### src/rtl/control_sequencer.sv
// Multi-cycle control unit: FETCH/EXEC/MEM/HALT sequencer driving a 16-bit datapath.
// Define CU_BRANCH_EN to enable BEQ/JMP/JAL/JR; otherwise those opcodes are NOPs.
module control_sequencer #(
  parameter logic [3:0] FS_ADD   = 4'h2,
  parameter logic [3:0] FS_SUB   = 4'h5,
  parameter logic [3:0] FS_AND   = 4'h8,
  parameter logic [3:0] FS_OR    = 4'h9,
  parameter logic [3:0] FS_XOR   = 4'hA,
  parameter logic [3:0] FS_PASSB = 4'hC
) (
  input  logic        clk_main,
  input  logic        reset,
  input  logic [15:0] InstrIn,
  input  logic        Z,
  input  logic [15:0] BusA,
  output logic [5:0]  PC,
  output logic [3:0]  DR,
  output logic [3:0]  SA,
  output logic [3:0]  SB,
  output logic [3:0]  FS,
  output logic        MB,
  output logic        MD,
  output logic        RW,
  output logic        MP,
  output logic        MW,
  output logic        Halted
);

  typedef enum logic [1:0] {FETCH, EXEC, MEM, HALT} state_e;

  localparam logic [3:0] OP_ADD = 4'h1;
  localparam logic [3:0] OP_SUB = 4'h2;
  localparam logic [3:0] OP_AND = 4'h3;
  localparam logic [3:0] OP_OR  = 4'h4;
  localparam logic [3:0] OP_XOR = 4'h5;
  localparam logic [3:0] OP_LDI = 4'h6;
  localparam logic [3:0] OP_LD  = 4'h7;
  localparam logic [3:0] OP_ST  = 4'h8;
  localparam logic [3:0] OP_HLT = 4'hF;
`ifdef CU_BRANCH_EN
  localparam logic [3:0] OP_BEQ = 4'h9;
  localparam logic [3:0] OP_JMP = 4'hA;
  localparam logic [3:0] OP_JAL = 4'hB;
  localparam logic [3:0] OP_JR  = 4'hC;
`endif

  state_e      state_q, state_d;
  logic [5:0]  pc_q, pc_d;
  logic [15:0] ir_q, ir_d;
  logic [3:0]  op;

  assign op = ir_q[15:12];

`ifdef CU_BRANCH_EN
  logic signed [5:0] br_off;
  logic              unused_busa;
  assign br_off      = {{2{ir_q[11]}}, ir_q[11:8]};
  assign unused_busa = ^BusA[15:6];
`else
  logic unused_inputs;
  assign unused_inputs = ^{Z, BusA};
`endif

  always_ff @(posedge clk_main) begin
    if (reset) begin
      state_q <= FETCH;
      pc_q    <= 6'd0;
      ir_q    <= 16'h0000;
    end else begin
      state_q <= state_d;
      pc_q    <= pc_d;
      ir_q    <= ir_d;
    end
  end

  always_comb begin
    state_d = state_q;
    pc_d    = pc_q;
    ir_d    = ir_q;
    case (state_q)
      FETCH: begin
        ir_d    = InstrIn;
        pc_d    = pc_q + 6'd1;
        state_d = EXEC;
      end
      EXEC: begin
        state_d = FETCH;
        case (op)
          OP_LD:  state_d = MEM;
          OP_HLT: state_d = HALT;
`ifdef CU_BRANCH_EN
          // pc_q already points past the branch, so the offset is relative to PC+1
          OP_BEQ: if (Z) pc_d = pc_q + br_off;
          OP_JMP: pc_d = ir_q[5:0];
          OP_JAL: pc_d = ir_q[5:0];
          OP_JR:  pc_d = BusA[5:0];
`endif
          default: ;
        endcase
      end
      MEM:     state_d = FETCH;
      HALT:    state_d = HALT;
      default: state_d = FETCH;
    endcase
  end

  always_comb begin
    PC     = pc_q;
    DR     = ir_q[11:8];
    SA     = ir_q[7:4];
    SB     = ir_q[3:0];
    FS     = 4'h0;
    MB     = 1'b0;
    MD     = 1'b0;
    RW     = 1'b0;
    MP     = 1'b0;
    MW     = 1'b0;
    Halted = (state_q == HALT);
    if (state_q == EXEC) begin
      case (op)
        OP_ADD: begin FS = FS_ADD; RW = 1'b1; end
        OP_SUB: begin FS = FS_SUB; RW = 1'b1; end
        OP_AND: begin FS = FS_AND; RW = 1'b1; end
        OP_OR:  begin FS = FS_OR;  RW = 1'b1; end
        OP_XOR: begin FS = FS_XOR; RW = 1'b1; end
        OP_LDI: begin FS = FS_PASSB; MB = 1'b1; RW = 1'b1; end
        OP_ST:  MW = 1'b1;
`ifdef CU_BRANCH_EN
        OP_BEQ: FS = FS_SUB;
        OP_JAL: begin MP = 1'b1; RW = 1'b1; end
`endif
        default: ;
      endcase
    end else if (state_q == MEM) begin
      MD = 1'b1;
      RW = 1'b1;
    end
    // Strobes are suppressed during reset so the aborting edge writes nothing
    if (reset) begin
      FS     = 4'h0;
      MB     = 1'b0;
      MD     = 1'b0;
      RW     = 1'b0;
      MP     = 1'b0;
      MW     = 1'b0;
      Halted = 1'b0;
    end
  end

endmodule

### config.mk
export PLATFORM = sky130hd
export DESIGN_NAME = control_sequencer
export DESIGN_NICKNAME = d
export VERILOG_FILES = /design/src/rtl/control_sequencer.sv
export SDC_FILE = /design/constraint.sdc
export NUM_CORES = 1
export LEC_CHECK = 0
export CORE_AREA = 4 4 69 55
export CTS_CLUSTER_SIZE = 28
export DETAILED_ROUTE_END_ITERATION = 12
export DIE_AREA = 0 0 73 59
export PLACE_DENSITY = 0.76
export SLEW_MARGIN = 20
export SYNTH_ARGS = -nofsm -noshare
export SYNTH_HDL_FRONTEND = slang
export SYNTH_SLANG_ARGS = --single-unit
export TNS_END_PERCENT = 5
### constraint.sdc
create_clock -name clk_main -period 1.7 [get_ports clk_main]
set_input_delay 0.255 -clock clk_main [delete_from_list [all_inputs] [get_ports clk_main]]
set_output_delay 0.255 -clock clk_main [all_outputs]
set_load 0.005 [all_outputs]
### Word-level counts from Yosys, hierarchy flattened

Index checks and enable logic that the tools add are counted.

| operators by class | value |
|---|---|
| reduce and logical (&&, ||, !) cells | 2 |
| multiplexer cells | 18 |
| equality and inequality tests | 12 |
| $add $sub $neg | 1 |

Operators with widths:

| cell | count |
|---|---|
| 4-bit one-hot mux with 6 select lines | 1 |
| 4-bit by 3-bit equality test with 1-bit output (second input constant) | 4 |
| 1-bit two-way mux | 13 |
| 4-bit by 2-bit equality test with 1-bit output (second input constant) | 2 |
| 4-bit equality test (second input constant) | 2 |
| 4-bit two-way mux | 2 |
| 2-bit one-hot mux with 4 select lines | 1 |
| 6-bit by 1-bit adder with 6-bit output (second input constant) | 1 |
| 6-bit OR reduction | 1 |
| 2-bit equality test (second input constant) | 2 |
| 4-bit by 1-bit equality test with 1-bit output (second input constant) | 1 |
| 2-bit one-hot mux with 2 select lines | 1 |
| 2-bit by 1-bit equality test with 1-bit output (second input constant) | 1 |
| 2-bit zero test | 1 |

| storage, ports and cells | value |
|---|---|
| output and inout bits | 28 |
| input port bits | 35 |
| flip-flop bits (word level) | 24 |

### Longest topological paths before layout

| logic depth | value |
|---|---|
| word-level depth | 5 |
| gate-level depth with buffers | 6 |
| mapped depth without buffers | 4 |

### Least setup slack after synthesis

OpenSTA, ideal clock, no wires.

| timing path | value |
|---|---|
| path kind | in2out |
| from | input port reset |
| to | output port RW |
| setup slack | 0.163 ns |
| stages | 4 |
| buffers on the path | 1 |
| data arrival time | 1.282 ns |
| cell sequence | clkbuf_1 > nand2b_1 > or3_1 > o32ai_1 |

| on the way | value |
|---|---|
| cells in the longest elaborated chain, start to end | 1 |

Ends and longest elaborated chain:

| what | RTL line | RTL |
|---|---|---|
| start, declared | 12 | `input logic reset,` |
| 1-bit two-way mux | 139 | `if (reset) begin` |
| end, declared | 23 | `output logic RW,` |

No other way between the ends.

### Worst setup path in the final report

| timing path | value |
|---|---|
| from | register state_q[0] |
| to | output port FS[1] |

| on the way | value |
|---|---|
| cells in the longest elaborated chain, start to end | 3 |

Ends and longest elaborated chain:

| what | RTL line | RTL |
|---|---|---|
| start, declared | 47 | `state_e state_q, state_d;` |
| start signal, assigned | 70 | `state_q <= state_d;` |
| 2-bit by 1-bit equality test with 1-bit output | 119 | `if (state_q == EXEC) begin` |
| 4-bit two-way mux | 119 |  |
| 4-bit two-way mux | 139 |  |
| end, declared | 20 | `output logic [3:0] FS,` |

No other way between the ends.

==> impl_metrics.tcl <==
set metrics [dict create \
    timing.critical_path.required_ns 1.44 \
    clock_sinks 24 \
    die_width_um 73 \
    clock_latency_ns 0.26 \
    number_of_standard_cell_rows_in_the_floorplan 18 \
    groute.usage.overall 0.120 \
    post_drt_wl_per_cell_um 11.4 \
    detail_route.vias_per_cell 4.49 \
    synth.top_cells.by_area "dfxtp_1, nand2_1, buf_4" \
    cts_max_level 1 \
    portBuffers 44 \
    yosys.cell_types.count 29 \
    end_kind "output port" \
    synth_compound_area_frac 0.105 \
    coreArea_mm2 0.00318 \
    critPathBufInv 2 \
    r2r_setup_slack_ns 0.27 \
    setup_viol 0 \
    max_cap_violations 0 \
    mostFrequentLayoutCell "nand2_1" \
    areaGrowthSynthToFinish_pct 46.6 \
    cts_buf_count 3 \
    initial_antenna_violation_count 0 \
    grt_setup_unrepaired "true" \
    nets 220 \
    postRouteAntennaNets 0 \
    gpl.final_weighted_congestion 0.728 \
    crit_path_top_delay_cell "dfxtp_2" \
    synth_top_family_by_area "simple AND/OR/NAND/NOR gates" \
    ctsRootBufferMaster "clkbuf_8" \
    first_pass_iters 2 \
    number_of_vias_in_the_routed_layout 1001 \
    setup_skew_ns 0.00392 \
    critical-path-max-stage-delay_ns 0.36 \
    drt_iter0_drc 43 \
    post_synth_inst_count 145 \
    fin_setup_tns_ns 0 \
    synth_area_leader_cell "dfxtp_1" \
    ys_seq_area_frac 0.422 \
    cp_max_fo 4 \
    synth_xor_xnor_area_share 0.0308 \
    hp-class "register to register" \
    cts_tree "built" \
    timing.critical_path.from_type "register" \
    layoutNonFillerInstCount 223 \
    synth.avg_cell_area_um2 7.85 \
    worst-setup-path-type "register to output port" \
    floorplan.initialDensity 0.359 \
    drive_above_1_share 0.213 \
    first_global_vias 928 \
    synth_largest_type_area_fraction 0.422 \
    drc 0 \
    report.final.hold_viol_count 0 \
    worst_setup_hold_path_clk_slew_ns 0.08 \
    synthAdderAreaFrac 0.0110 \
    run_status "completed" \
    min_period_ns 1.69 \
    drt-total-wl_um 2550 \
    finalMaxSlewViolations 0 \
    yosys_warnings 0 \
    leading_cell_types_in_the_layout_fill_and_taps_excluded "nand2_1, clkdlybuf4s50_1, dfxtp_1" \
    grt_overflow 0 \
    layout_worst_path_cycle_share 0.992 \
    power_leakage_nw 0.689 \
    wire_length_of_the_first_global_routing_pass_um 4070 \
    post_synth_instance_area_mm2 0.00114 \
    crit_path_cell_trace "nand2b_4 -> or3_4 -> buf_6 -> nor3b_2 -> buf_2" \
    dieHeight_um 59 \
    post_synthesis_sequential_element_count 24 \
    mappedNetlistNets 181 \
    worst-endpoint-arrival_ns 1.43 \
    design.portCount 63 \
    grt_start_max_net_pins 27 \
    clock_tree.buffer_depth 2 \
    hold_buffers 0 \
    dieArea_mm2 0.00431 \
    worst_path_dominant_cell_family "simple AND/OR/NAND/NOR gates" \
    n_fill_cell 327 \
    placedCellCount 219 \
    place.detailed.hpwl_um 1870 \
    power.density_mw_per_mm2 743 \
    yosys-mux-area-fraction 0.0198 \
    power.ir.vdd_worst_v 0.000550 \
    num_antenna_cells 0 \
    max_clock_freq_mhz 593 \
    simple_gate_share_of_the_synthesized_area 0.266 \
]
==> worst paths after layout <==
path / start / endpoint / cells after the start
worst min register to register: ir_q[3] / ir_q[3] / 2
worst min-delay path: ir_q[3] / ir_q[3] / 2
worst max register to register: state_q[0] / PC[4] / 4
worst max-delay path: state_q[0] / FS[1] / 5
==> area by class of cell <==
class / instances / area [µm²] / area share
Inverter: 2 / 7.51 / 0.00450
Timing Repair Buffer: 57 / 514 / 0.308
Clock buffer: 4 / 55.1 / 0.0330
Tap cell: 40 / 50.0 / 0.0300
Multi-Input combinational cell: 96 / 559 / 0.335
Sequential cell: 24 / 483 / 0.289
==> routing by layer <==
metal,vias to the layer above,global-route usage,part of all wire
met3,2,0.0525,0.084
li1,534,-,-
met4,0,0.0237,0.0031
met2,30,0.190,0.46
met1,435,0.154,0.46
met5,-,0,0
==> tightest hold or removal path, stage by stage (launching register included) <==
cell     delay [ns]
dfxtp_1        0.31
nand2_1        0.05
a21oi_1        0.05
==> cell usage after synthesis <==
library cell	n
buf_6	2
dfxtp_1	24
nor2_1	9
xor2_1	1
a21oi_1	18
nor3b_1	3
ha_1	1
nand4_1	2
nand2_1	37
a31oi_1	1
buf_4	14
conb_1	1
nor2b_1	2
or3_1	2
clkbuf_1	7
o31ai_1	1
and3_1	2
or2_1	1
o21bai_1	1
mux2_2	2
nor3_1	3
nor4b_1	1
or4_1	1
nand2b_1	1
o32ai_1	1
inv_1	2
nor2_2	1
or2b_1	1
xnor2_1	3
==> state kept, by name, summed over array words and instances (netlist names) <==
| signal | count |
|---|---|
| ir_q | 16 |
| PC | 6 |
| state_q | 2 |
==> power breakdown <==
part | leakage [nW] | switching [mW] | internal [mW]
combinational | 0.462 | 0.101 | 0.145
clock | 0.0288 | 0.168 | 0.206
sequential | 0.198 | 0.0232 | 0.596
==> cells by family after synthesis <==
| group | count (synthesis) |
|---|---|
| compound gates | 22 |
| xor+xnor | 4 |
| fa+ha+maj | 1 |
| buf+inv | 25 |
| flops | 24 |
| mux | 2 |
| other cells | 1 |
| simple gates | 66 |
==> metrics by stage <==
stage	worst slack [ns]	utilization	cell area (µm²)	total power [mW]	hold slack [ns]
floorplan	0.163	-	1140	0.754	0.391
global placement	-0.596	0.495	1570	0.865	0.441
detailed placement	-0.612	0.495	1570	0.869	0.446
CTS	-0.0944	0.522	1660	1.26	0.457
global route	-0.0724	0.526	1670	1.31	0.474
finish	0.0144	0.526	1670	1.24	0.455
==> repair_timing <==
item / in CTS / in global routing
buffers inserted: 0 / 0
gates resized for setup: 34 / 12
pin swaps: 1 / 2
setup endpoints to repair: 9 / 8
Power figures use the tool's default switching activity.
==> RTL change (config.mk and constraints unchanged) <==
Encoding of `state_e`: now one-hot (4 bits for 4 states).
--- a/src/rtl/control_sequencer.sv
+++ b/src/rtl/control_sequencer.sv
@@ -26,7 +26,7 @@
   output logic        Halted
 );
 
-  typedef enum logic [1:0] {FETCH, EXEC, MEM, HALT} state_e;
+  typedef enum logic [3:0] {FETCH = 4'b0001, EXEC = 4'b0010, MEM = 4'b0100, HALT = 4'b1000} state_e;
 
   localparam logic [3:0] OP_ADD = 4'h1;
   localparam logic [3:0] OP_SUB = 4'h2;
Behaviour: no difference found for any inputs over 10 cycles, from zero or initial values and one cycle with reset high; not proved beyond that.
==> RTL change against the unedited design <==
The run now ends with setup timing left. Highest routed layer unchanged. Power grew 28%. Worst setup slack lost 370 ps. Sequential cell count grew 2. Die area is the same. Via count grew 13%. Area after synthesis grew 8.7%. Cell area grew 9.8%. Routed wire length grew 18%.
==> RTL change: results (changes against the unedited design) <==
[outcome]
status = finished, violations left
violations = setup timing

[clock_network]
insertion_delay_ps = 280  ; +20 ps
htreeDepth = 1  ; unchanged
cts_buffers = 3  ; unchanged
root_buffer = clkbuf_8
clkSlewWorstSetupHoldPaths_ps = 90
clockBufferDepth = 2  ; unchanged

[place]
preCtsSetupSlack_ps = -945  ; -333 ps
gp_congestion = 0.702  ; -3.6%
dp_hpwl_um = 2250  ; +21%
io_buffer_count = 44  ; unchanged

[global_route]
antenna_found_initial = 0  ; unchanged
grt_max_degree = 28  ; +3.7%
grt_pass1_vias = 1143  ; +23%
grt_usage_pct = 14.5  ; +2.5 points
grt_pass1_wl_um = 4860  ; +19%

[pwr]
p_leak_nw = 0.740  ; +7.3%
peakVddDrop_uv = 686  ; +25%

[synthesis]
ys_warn_count = 0  ; unchanged
seq_area_frac_synth_pct = 42.1  ; -0.14 points
async_reset_ff_share_pct = 0  ; unchanged
synth_area_leaders = dfxtp_1 42%, nand2_1 12%, a21oi_1 8.1%
muxShareOfSynthArea_pct = 1.82  ; -0.16 points
syn_nets = 190  ; +5.0%
synth_xor_area_share_pct = 2.12  ; -0.95 points
synth_compound_area_share_pct = 11.7  ; +1.2 points
synth-adder-area-share_pct = 1.01  ; -0.088 points
synthTopCellsByCount = 38 x nand2_1, 26 x dfxtp_1, 20 x a21oi_1
ys_types = 29  ; unchanged

[final_layout]
drive_above_1_share_pct = 25.6  ; +4.3 points
largest_register_ffs = 16  ; unchanged
top_register = ir_q
antennaDiodeCount = 0  ; unchanged
fillCellCount = 286  ; -13%
finish.net_count = 236  ; +7.3%

[critical_path]
path_max_fanout = 6  ; +2
arrival_ps = 1800  ; +370 ps
cp_top_family = simple AND/OR/NAND/NOR gates
slowest_delay_ps = 390  ; +30 ps
crit_slowest_cell = or3b_4
path_class = flip-flop to output pin
reg2reg_slack_ps = -100  ; -370 ps
crit_path_start = state_q[2]$_SDFF_PP0_

[detailed_routing]
drtIter0Drc = 32  ; -26%
detail_route.wl_per_cell_um = 12.6  ; +10%
first_pass_iters = 4  ; +2
drt-vias-per-instance = 4.75  ; +5.9%

[timing]
hold_ws_ps = 460  ; +4.39 ps
setup_violations = 9  ; +9
tns_ps = -2100  ; -2100 ps
timing.final.ws_setup_ps = -354  ; -368 ps
finClkSkew_ps = 9.94  ; +6.01 ps

[hold_path]
hold_path_class = flip-flop to flip-flop
holdCritStartpoint = ir_q[4]$_SDFFE_PP0N_

[RTL change: cell count changes in the layout (fill, tap and decap cells not counted), moves of 3 or more]
cell and change:
buf_6 +3, buf_4 +4, nor2_1 -3, dfxtp_1 +3, o21ai_0 +3, nand3_1 +3
[RTL change: final cells by class]
| cell class | count | area, um^2 | area share, % |
|---|---|---|---|
| clock buffer | 3 | 41.3 | 2.25 |
| clock inverter | 1 | 30.0 | 1.64 |
| inverter | 3 | 11.3 | 0.614 |
| multi-input combinational | 103 | 617 | 33.7 |
| sequential | 26 | 522 | 28.5 |
| tap | 40 | 50.0 | 2.73 |
| timing repair buffer | 63 | 562 | 30.6 |
[RTL change: tightest hold or removal path, delay by kind of cell (launching register included)]
family             cells  cell delay [ps]
DFF                    1              310
and+or+nand+nor        1               50
AOI/OAI and AO/OA      1               50
[RTL change: final timing paths]
check / endpoint / depth (start not counted)
max: FS[2] / 5
min: ir_q[4]$_SDFFE_PP0N_ / 2
max reg2reg: PC[3]$_SDFFE_PP0N_ / 6
min reg2reg: ir_q[4]$_SDFFE_PP0N_ / 2
[RTL change: cells by family after synthesis]
family,count (synthesis)
fa+ha+maj,1
simple gates,71
flops,26
mux,2
compound gates,25
buf+inv,25
other cells,1
xor+xnor,3
[RTL change: report_power, final]
part	total, W	internal (W)	switching [W]	leakage, nW
clock	0.000511	0.000315	0.000195	0.0357
combinational	0.000383	0.000217	0.000165	0.490
sequential	0.000693	0.000659	0.0000334	0.214
[RTL change: timing repair]
| action | CTS | global route |
|---|---|---|
| pin swaps | 5 | 0 |
| setup endpoints to repair | 12 | 11 |
| buffers inserted | 0 | 1 |
| gates resized for setup | 42 | 7 |
| hold buffers | 0 | 0 |
[RTL change: stage by stage]
stage | area (um^2) | cells | utilization, %
CTS | 1820 | 238 | 57.4
global route | 1830 | 239 | 57.7
floorplan | 1260 | 154 | -
global placement | 1730 | 234 | 54.6
detailed placement | 1730 | 234 | 54.6
finish | 1830 | 239 | 57.7
[RTL change: metal layers]
metal	GRT usage [%]	wire length [um]	up-vias
met2	27.9	1630	30
met1	14.4	1140	520
met4	5.26	44	0
met3	4.75	189	5
met5	0	0	-
li1	-	-	581
